[src/rtl/decode_pkg.sv]
// Shared opcode constants and the decoded-field bundle for the decode stage.
// Used by decode_fields and instr_decode_stage.
package decode_pkg;

   localparam logic [6:0] OP_IMM    = 7'b0010011;
   localparam logic [6:0] OP_REG    = 7'b0110011;
   localparam logic [6:0] OP_STORE  = 7'b0100011;
   localparam logic [6:0] OP_LOAD   = 7'b0000011;
   localparam logic [6:0] OP_LUI    = 7'b0110111;
   localparam logic [6:0] OP_AUIPC  = 7'b0010111;
   localparam logic [6:0] OP_JAL    = 7'b1101111;
   localparam logic [6:0] OP_JALR   = 7'b1100111;
   localparam logic [6:0] OP_BRANCH = 7'b1100011;
   localparam logic [6:0] OP_SYSTEM = 7'b1110011;

   typedef struct packed {
      logic [6:0]  opcode;
      logic [4:0]  rd;
      logic [2:0]  funct3;
      logic [4:0]  rs1;
      logic [4:0]  rs2;
      logic        funct1;
      logic [11:0] imm12;
      logic [19:0] u_imm20;
      logic        illegal;
   } decoded_fields_t;

endpackage

[src/rtl/decode_fields.sv]
// Combinational RV32I field splitter: raw instruction -> decoded_fields_t.
// ILLEGAL_CHK=0 ties the illegal flag low.
import decode_pkg::*;

module decode_fields #(
   parameter bit ILLEGAL_CHK = 1'b1
) (
   input  logic [31:0]     instr,
   output decoded_fields_t fields
);

   logic [6:0] opc;
   logic       legal;

   assign opc = instr[6:0];

   always_comb begin
      unique case (opc)
         OP_IMM, OP_REG, OP_STORE, OP_LOAD, OP_LUI,
         OP_AUIPC, OP_JAL, OP_JALR, OP_BRANCH,
         OP_SYSTEM: legal = 1'b1;
         default:   legal = 1'b0;
      endcase
   end

   always_comb begin
      fields         = '0;
      fields.opcode  = opc;
      fields.rd      = instr[11:7];
      fields.funct3  = instr[14:12];
      fields.rs1     = instr[19:15];
      fields.rs2     = instr[24:20];
      fields.funct1  = instr[30];
      fields.u_imm20 = instr[31:12];
      // stores split their offset around the rd slot
      if (opc == OP_STORE)
         fields.imm12 = {instr[31:25], instr[11:7]};
      else
         fields.imm12 = instr[31:20];
      fields.illegal = ILLEGAL_CHK ? ~legal : 1'b0;
   end

endmodule

[src/rtl/instr_decode_stage.sv]
// RV32I decode pipeline register with valid/ready handshake, stall and flush.
// Define DECODE_SKID_EN for a 2-entry skid buffer with registered IN_READY.
import decode_pkg::*;

module instr_decode_stage #(
   parameter int N           = 32,
   parameter bit ILLEGAL_CHK = 1'b1
) (
   input  logic         clk,
   input  logic         reset,
   input  logic         FLUSH,
   input  logic         IN_VALID,
   output logic         IN_READY,
   input  logic [31:0]  INSTR,
   input  logic [N-1:0] IN_PC,
   output logic         OUT_VALID,
   input  logic         OUT_READY,
   output logic [N-1:0] PC,
   output logic [6:0]   OPCODE,
   output logic [4:0]   RD,
   output logic [2:0]   FUNCT3,
   output logic [4:0]   RS1,
   output logic [4:0]   RS2,
   output logic         FUNCT1,
   output logic [11:0]  IMM12,
   output logic [19:0]  U_IMM20,
   output logic         ILLEGAL
);

   decoded_fields_t dec;
   decoded_fields_t out_q;
   logic [N-1:0]    pc_q;
   logic            valid_q;
   logic            accept;

   decode_fields #(
      .ILLEGAL_CHK(ILLEGAL_CHK)
   ) u_fields (
      .instr (INSTR),
      .fields(dec)
   );

   assign accept = IN_VALID & IN_READY;

`ifdef DECODE_SKID_EN
   decoded_fields_t skid_f;
   logic [N-1:0]    skid_pc;
   logic            skid_v;
   logic            adv;

   // ready comes straight from the skid-occupancy flop
   assign IN_READY = ~skid_v;
   assign adv      = ~valid_q | OUT_READY;

   always_ff @(posedge clk or posedge reset) begin
      if (reset) begin
         valid_q <= 1'b0;
         out_q   <= '0;
         pc_q    <= '0;
         skid_v  <= 1'b0;
         skid_f  <= '0;
         skid_pc <= '0;
      end else if (FLUSH) begin
         valid_q <= 1'b0;
         skid_v  <= 1'b0;
      end else if (adv) begin
         if (skid_v) begin
            out_q   <= skid_f;
            pc_q    <= skid_pc;
            valid_q <= 1'b1;
            skid_v  <= 1'b0;
         end else if (accept) begin
            out_q   <= dec;
            pc_q    <= IN_PC;
            valid_q <= 1'b1;
         end else begin
            valid_q <= 1'b0;
         end
      end else if (accept) begin
         skid_f  <= dec;
         skid_pc <= IN_PC;
         skid_v  <= 1'b1;
      end
   end
`else
   assign IN_READY = ~valid_q | OUT_READY;

   always_ff @(posedge clk or posedge reset) begin
      if (reset) begin
         valid_q <= 1'b0;
         out_q   <= '0;
         pc_q    <= '0;
      end else if (FLUSH) begin
         valid_q <= 1'b0;
      end else if (accept) begin
         out_q   <= dec;
         pc_q    <= IN_PC;
         valid_q <= 1'b1;
      end else if (OUT_READY) begin
         valid_q <= 1'b0;
      end
   end
`endif

   assign OUT_VALID = valid_q;
   assign PC        = pc_q;
   assign OPCODE    = out_q.opcode;
   assign RD        = out_q.rd;
   assign FUNCT3    = out_q.funct3;
   assign RS1       = out_q.rs1;
   assign RS2       = out_q.rs2;
   assign FUNCT1    = out_q.funct1;
   assign IMM12     = out_q.imm12;
   assign U_IMM20   = out_q.u_imm20;
   assign ILLEGAL   = out_q.illegal;

endmodule
[config.mk]
export PLATFORM = sky130hd
export DESIGN_NAME = instr_decode_stage
export DESIGN_NICKNAME = d
export VERILOG_FILES = /design/src/rtl/decode_pkg.sv /design/src/rtl/decode_fields.sv /design/src/rtl/instr_decode_stage.sv
export SDC_FILE = /design/constraint.sdc
export NUM_CORES = 1
export LEC_CHECK = 0
export BUFFER_PORTS_ARGS = -buffer_cell sky130_fd_sc_hd__buf_4
export CORE_MARGIN = 8
export CORE_UTILIZATION = 44
export CTS_CLUSTER_SIZE = 12
export DETAILED_ROUTE_END_ITERATION = 8
export GPL_TIMING_DRIVEN = 0
export HOLD_SLACK_MARGIN = 0.05
export PLACE_DENSITY_LB_ADDON = 0.2
export SLEW_MARGIN = 20
export SYNTH_ARGS = -nofsm -noshare
export SYNTH_HDL_FRONTEND = slang
export SYNTH_SLANG_ARGS = --single-unit
[constraint.sdc]
create_clock -name clk -period 2.4 [get_ports clk]
set_clock_uncertainty 0.15 [all_clocks]
set_input_delay 0.12 -clock clk [delete_from_list [all_inputs] [get_ports clk]]
set_output_delay 0.12 -clock clk [all_outputs]
set_load 0.03 [all_outputs]
# After elaboration in Yosys (flattened, before gate mapping)
# Index checks and enable logic that the tools add are counted.
# W data, S select, Z words.
[word_totals]
latch_bits = 0
ff_bits = 92
out_inout_bits = 93
mem_count = 0
ramBits = 0
word_cells = 34
mem_bits_ro = 0
inputBits = 69
[op_classes]
reduce_logical = 3
mul = 0
n_eq_ne = 10
n_addsub = 0
order_cmp = 0
n_bitwise = 5
n_div = 0
muxes = 5
shifts = 0
[op_table]
columns = ["cell", "n"]
rows = [
  ["$eq A7 B7 Y1 const B", 4],
  ["$eq A7 B6 Y1 const B", 3],
  ["$eq A7 B5 Y1 const B", 2],
  ["$reduce_or A10 Y1", 1],
  ["$eq A7 B2 Y1 const B", 1],
  ["$mux W5", 1],
  ["$mux W1", 4],
  ["$not A1 Y1", 3],
  ["$reduce_bool A3 Y1", 1],
  ["$reduce_and A2 Y1", 1],
  ["$and A1 B1 Y1", 1],
  ["$or A1 B1 Y1", 1],
]

# Longest topological paths before layout
[depth]
ltp_word = 5
depth_mapped = 5

# Cells and area by module
# A second synthesis with hierarchy kept.
[unflattened]
hier_cells = 265
area_unflattened_um2 = 4449.3
[by_module_without_submodules]
columns = ["mod", "n_inst", "area_per_inst_um2", "cells_each"]
rows = [
  ["instr_decode_stage", 1, 3912.5, 199],
  ["decode_fields", 1, 536.8, 66],
]

# Worst setup path after synthesis
# Ideal clock, no wire load.
[synth_path]
kind = "register to register"
from = "register valid_q (netlist: OUT_VALID)"
to = "register pc_q[3] (netlist: PC[3])"
stages_incl_launch_ff = 6
arrival_time_ns = 1.549
synth_period_minus_slack_ns = 1.826
path_slack_ns = 0.574
path_buffers = 2
setup_ns = 0.127
path_cell_list = "dfrtp_1 and2b_1 nor2_2 buf_4 buf_4 mux2_1"
[synth_via]
elab_chain_cells = 4
[synth_rtl]
columns = ["item", "line", "rtl"]
rows = [
  ["start, declared", "instr_decode_stage.sv:33", "logic valid_q;"],
  ["start signal, assigned", "instr_decode_stage.sv:90", "valid_q <= 1'b0;"],
  ["start signal, assigned", "instr_decode_stage.sv:94", "valid_q <= 1'b0;"],
  ["start signal, assigned", "instr_decode_stage.sv:98", "valid_q <= 1'b1;"],
  ["$not A1 Y1", "instr_decode_stage.sv:86", "assign IN_READY = ~valid_q | OUT_READY;"],
  ["$or A1 B1 Y1", "instr_decode_stage.sv:86", ""],
  ["$and A1 B1 Y1", "instr_decode_stage.sv:43", "assign accept = IN_VALID & IN_READY;"],
  ["$reduce_and A2 Y1 (no line)", "--", ""],
  ["end signal, assigned", "instr_decode_stage.sv:92", "pc_q <= '0;"],
  ["end signal, assigned", "instr_decode_stage.sv:97", "pc_q <= IN_PC;"],
  ["end, declared", "instr_decode_stage.sv:32", "logic [N-1:0] pc_q;"],
]
# No other way between the ends.
# A chain may end at the register's enable or synchronous reset.

# Worst setup path after layout
[layout_path]
from = "input port FLUSH"
to = "register pc_q[4] (netlist: PC[4])"
[layout_via]
elab_chain_cells = 2
[layout_rtl]
columns = ["item", "line", "rtl"]
rows = [
  ["start, declared", "instr_decode_stage.sv:11", "input logic FLUSH,"],
  ["$not A1 Y1 (no line)", "--", ""],
  ["$reduce_and A2 Y1 (no line)", "--", ""],
]
# No other way between the ends.

==> impl_metrics.toml <==
[logic_synthesis]
synth_edf_count = 0
yosys.area_share.simple = 0.0361
synth_fa_ha_area_frac = 0
synth_mux_area_frac = 0.245
netlist_area_um2 = 2950
synth.yosys.seq_area_share = 0.603
syn_area_per_cell_um2 = 14.2
synth_compound_area_frac = 0.0357
synth-seq-cells = 71
ys_types = 22
yosys.area.top_type = "dfrtp_1"
synth_top_family_by_area = "multiplexers"
yosys_most_used_dff = "dfrtp_1"
ys_warn_count = 0
synth_top_area_frac = 0.603
synth.top_cells.by_area = "dfrtp_1, mux2_2, buf_4"
synth_cells = 208
async_flop_share = 1.00
syn_nets = 277
synth-xor-area-share = 0

[worst_setup_path]
endpoint = "PC[4]"
cp-startpoint = "FLUSH"
r2r_cells = 5
crit_type = "input port to flip-flop"
cp.arrival_ns = 2.06
critPathMaxFanout = 10
timing.rr.end = "PC[4]"
cp.required_ns = 2.47
r2r-start = "OUT_VALID"
regToRegSetupSlack_ns = 0.45
crit_path_end_kind = "flip-flop"
start_kind = "input port"

[clocking]
clock_path_buffers = 2
postCtsSetupRepairBufs = 0
clock_sinks = 71
path_clk_slew_ns = 0.08
ctsRootBufferMaster = "clkbuf_8"
cts_tree = "built"
htreeDepth = 3
cts_buffers = 9
cts.repair.resized = 0
clkLatencyLatePin_ns = 0.33

[place]
placed_area_um2 = 4280
io_buffer_count = 161
place_congestion = 0.688
dp_hpwl_mm = 6.02
pre_cts_ws_ns = 0.441

[die]
rows = 30
ios = 162
initial_utilization = 0.443
fp.dieH_um = 97.8
die-area_um2 = 9570
die_x_um = 97.8
core_area_um2 = 6640

[cells_and_area]
syn2layout_area_growth_pct = 76.8
drive_gt1_frac = 0.593
fillers = 423
finish.utilization = 0.784
final_nets = 518
antennaDiodeCount = 0
fin_area_um2 = 5210
final_common_cell = "buf_4"
final_cell_mix = "buf_4, dfrtp_1, dlygate4sd3_1"

[global_route]
overflow = 0
grtUsageTotal = 0.194
grt_max_degree = 54
grt_pass1_wl_mm = 14.6
first_global_vias = 2836
antenna_found_initial = 0

[power]
powerDensity_nw_per_um2 = 806
power_leakage_nw = 2.50
ir_worst_vdd_uv = 557

[sta]
max_freq_ghz = 0.504
period_needed_ns = 1.99
max_slew_margin = 0.772
final-setup-viol-count = 0
hold_viol_final = 0
worst_pin_slew_ns = 0.342
finalCritPeriodShare = 0.827
rsz0062_at_grt = "false"
drv_slew = 0
layout_setup_ws_ns = 0.414

[min_path]
hold_class = "input port to async pin"

[detailed_routing]
vias_per_cell = 4.70
drtAntennaViolNets = 0
wl_per_cell_um = 16.9
drc = 0
vias = 2511
drtIter0Drc = 54
dr.pass1.iters = 4
routed_wl_mm = 9.05

[outcome]
status = "finished, final reports clean"

[job]
maxCapViolCount = 0
[cell type report]
| class | instances | area [um2] | area share |
|---|---|---|---|
| multi-input cells | 99 | 932 | 0.179 |
| clock buffers | 12 | 165 | 0.0317 |
| repair buffers | 230 | 1920 | 0.368 |
| well taps | 80 | 100 | 0.0192 |
| plain buffers | 30 | 206 | 0.0397 |
| clock inverters | 4 | 76.3 | 0.0147 |
| inverters | 8 | 32.5 | 0.00625 |
| flip-flops and latches | 71 | 1780 | 0.341 |
[where the power goes]
| part | leakage (nW) | switching (W) | total (W) | internal (W) |
|---|---|---|---|---|
| registers | 0.832 | 0.000125 | 0.00152 | 0.00140 |
| logic | 1.55 | 0.000845 | 0.00156 | 0.000710 |
| clock network | 0.119 | 0.000445 | 0.00112 | 0.000672 |
[cell families (layout without fill, tap and decap cells)]
group,count (synthesis),after routing
flops,71,71
mux,64,64
compound gates,19,19
simple gates,16,16
buf+inv,38,284
[worst max-delay path: stages]
cell and delay [ns]:
dlygate4sd3_1 0.55, buf_4 0.15, nand2b_1 0.17, nor2_2 0.26, buf_4 0.26, buf_4 0.20, mux2_1 0.34
[worst min path at each step]
stage,start,to,slack [ns],cells after the start
after floorplan,FLUSH,OUT_VALID,0.04,1
after global placement,FLUSH,OUT_VALID,0.14,2
after detailed placement,reset,PC[10],-0.06,2
after CTS,reset,PC[10],0.12,3
after global routing,OUT_READY,ILLEGAL,0.16,3
final,reset,PC[10],0.15,3
[sequential cells by signal (all words and copies together) (netlist names)]
signal / count
RS2: 4
PC: 32
ILLEGAL: 1
IMM12: 12
FUNCT3: 2
RD: 5
OPCODE: 7
OUT_VALID: 1
U_IMM20: 3
RS1: 4
[cells in the mapped netlist (all sizes together) (2+ instances only)]
master,n
dfrtp,71
mux2,64
buf,29
inv,8
a21oi,7
o21ai,6
a31oi,5
or3,5
nor2,3
or3b,2
[what timing repair did]
action | CTS | global route
hold endpoints to repair | 142 | 0
hold buffers | 68 | 0
setup endpoints to repair | 0 | 0
[layer usage]
metal	vias to the layer above	wire, um	track usage
met5	-	0	0
met4	0	178	0.0815
met3	15	689	0.0697
met2	104	4820	0.348
met1	1204	3360	0.198
li1	1188	-	-
[metrics by stage]
stage | hold slack, ns | setup TNS, ns | power (W) | cells
floorplan | 0.0364 | 0 | 0.00239 | 208
finish | 0.149 | 0 | 0.00419 | 534
detailed placement | -0.0578 | 0 | 0.00301 | 450
global placement | 0.139 | -41.01 | 0.00297 | 449
global route | 0.162 | 0 | 0.00438 | 534
CTS | 0.120 | 0 | 0.00423 | 534
No activity file was read; power rests on OpenSTA's default activity.
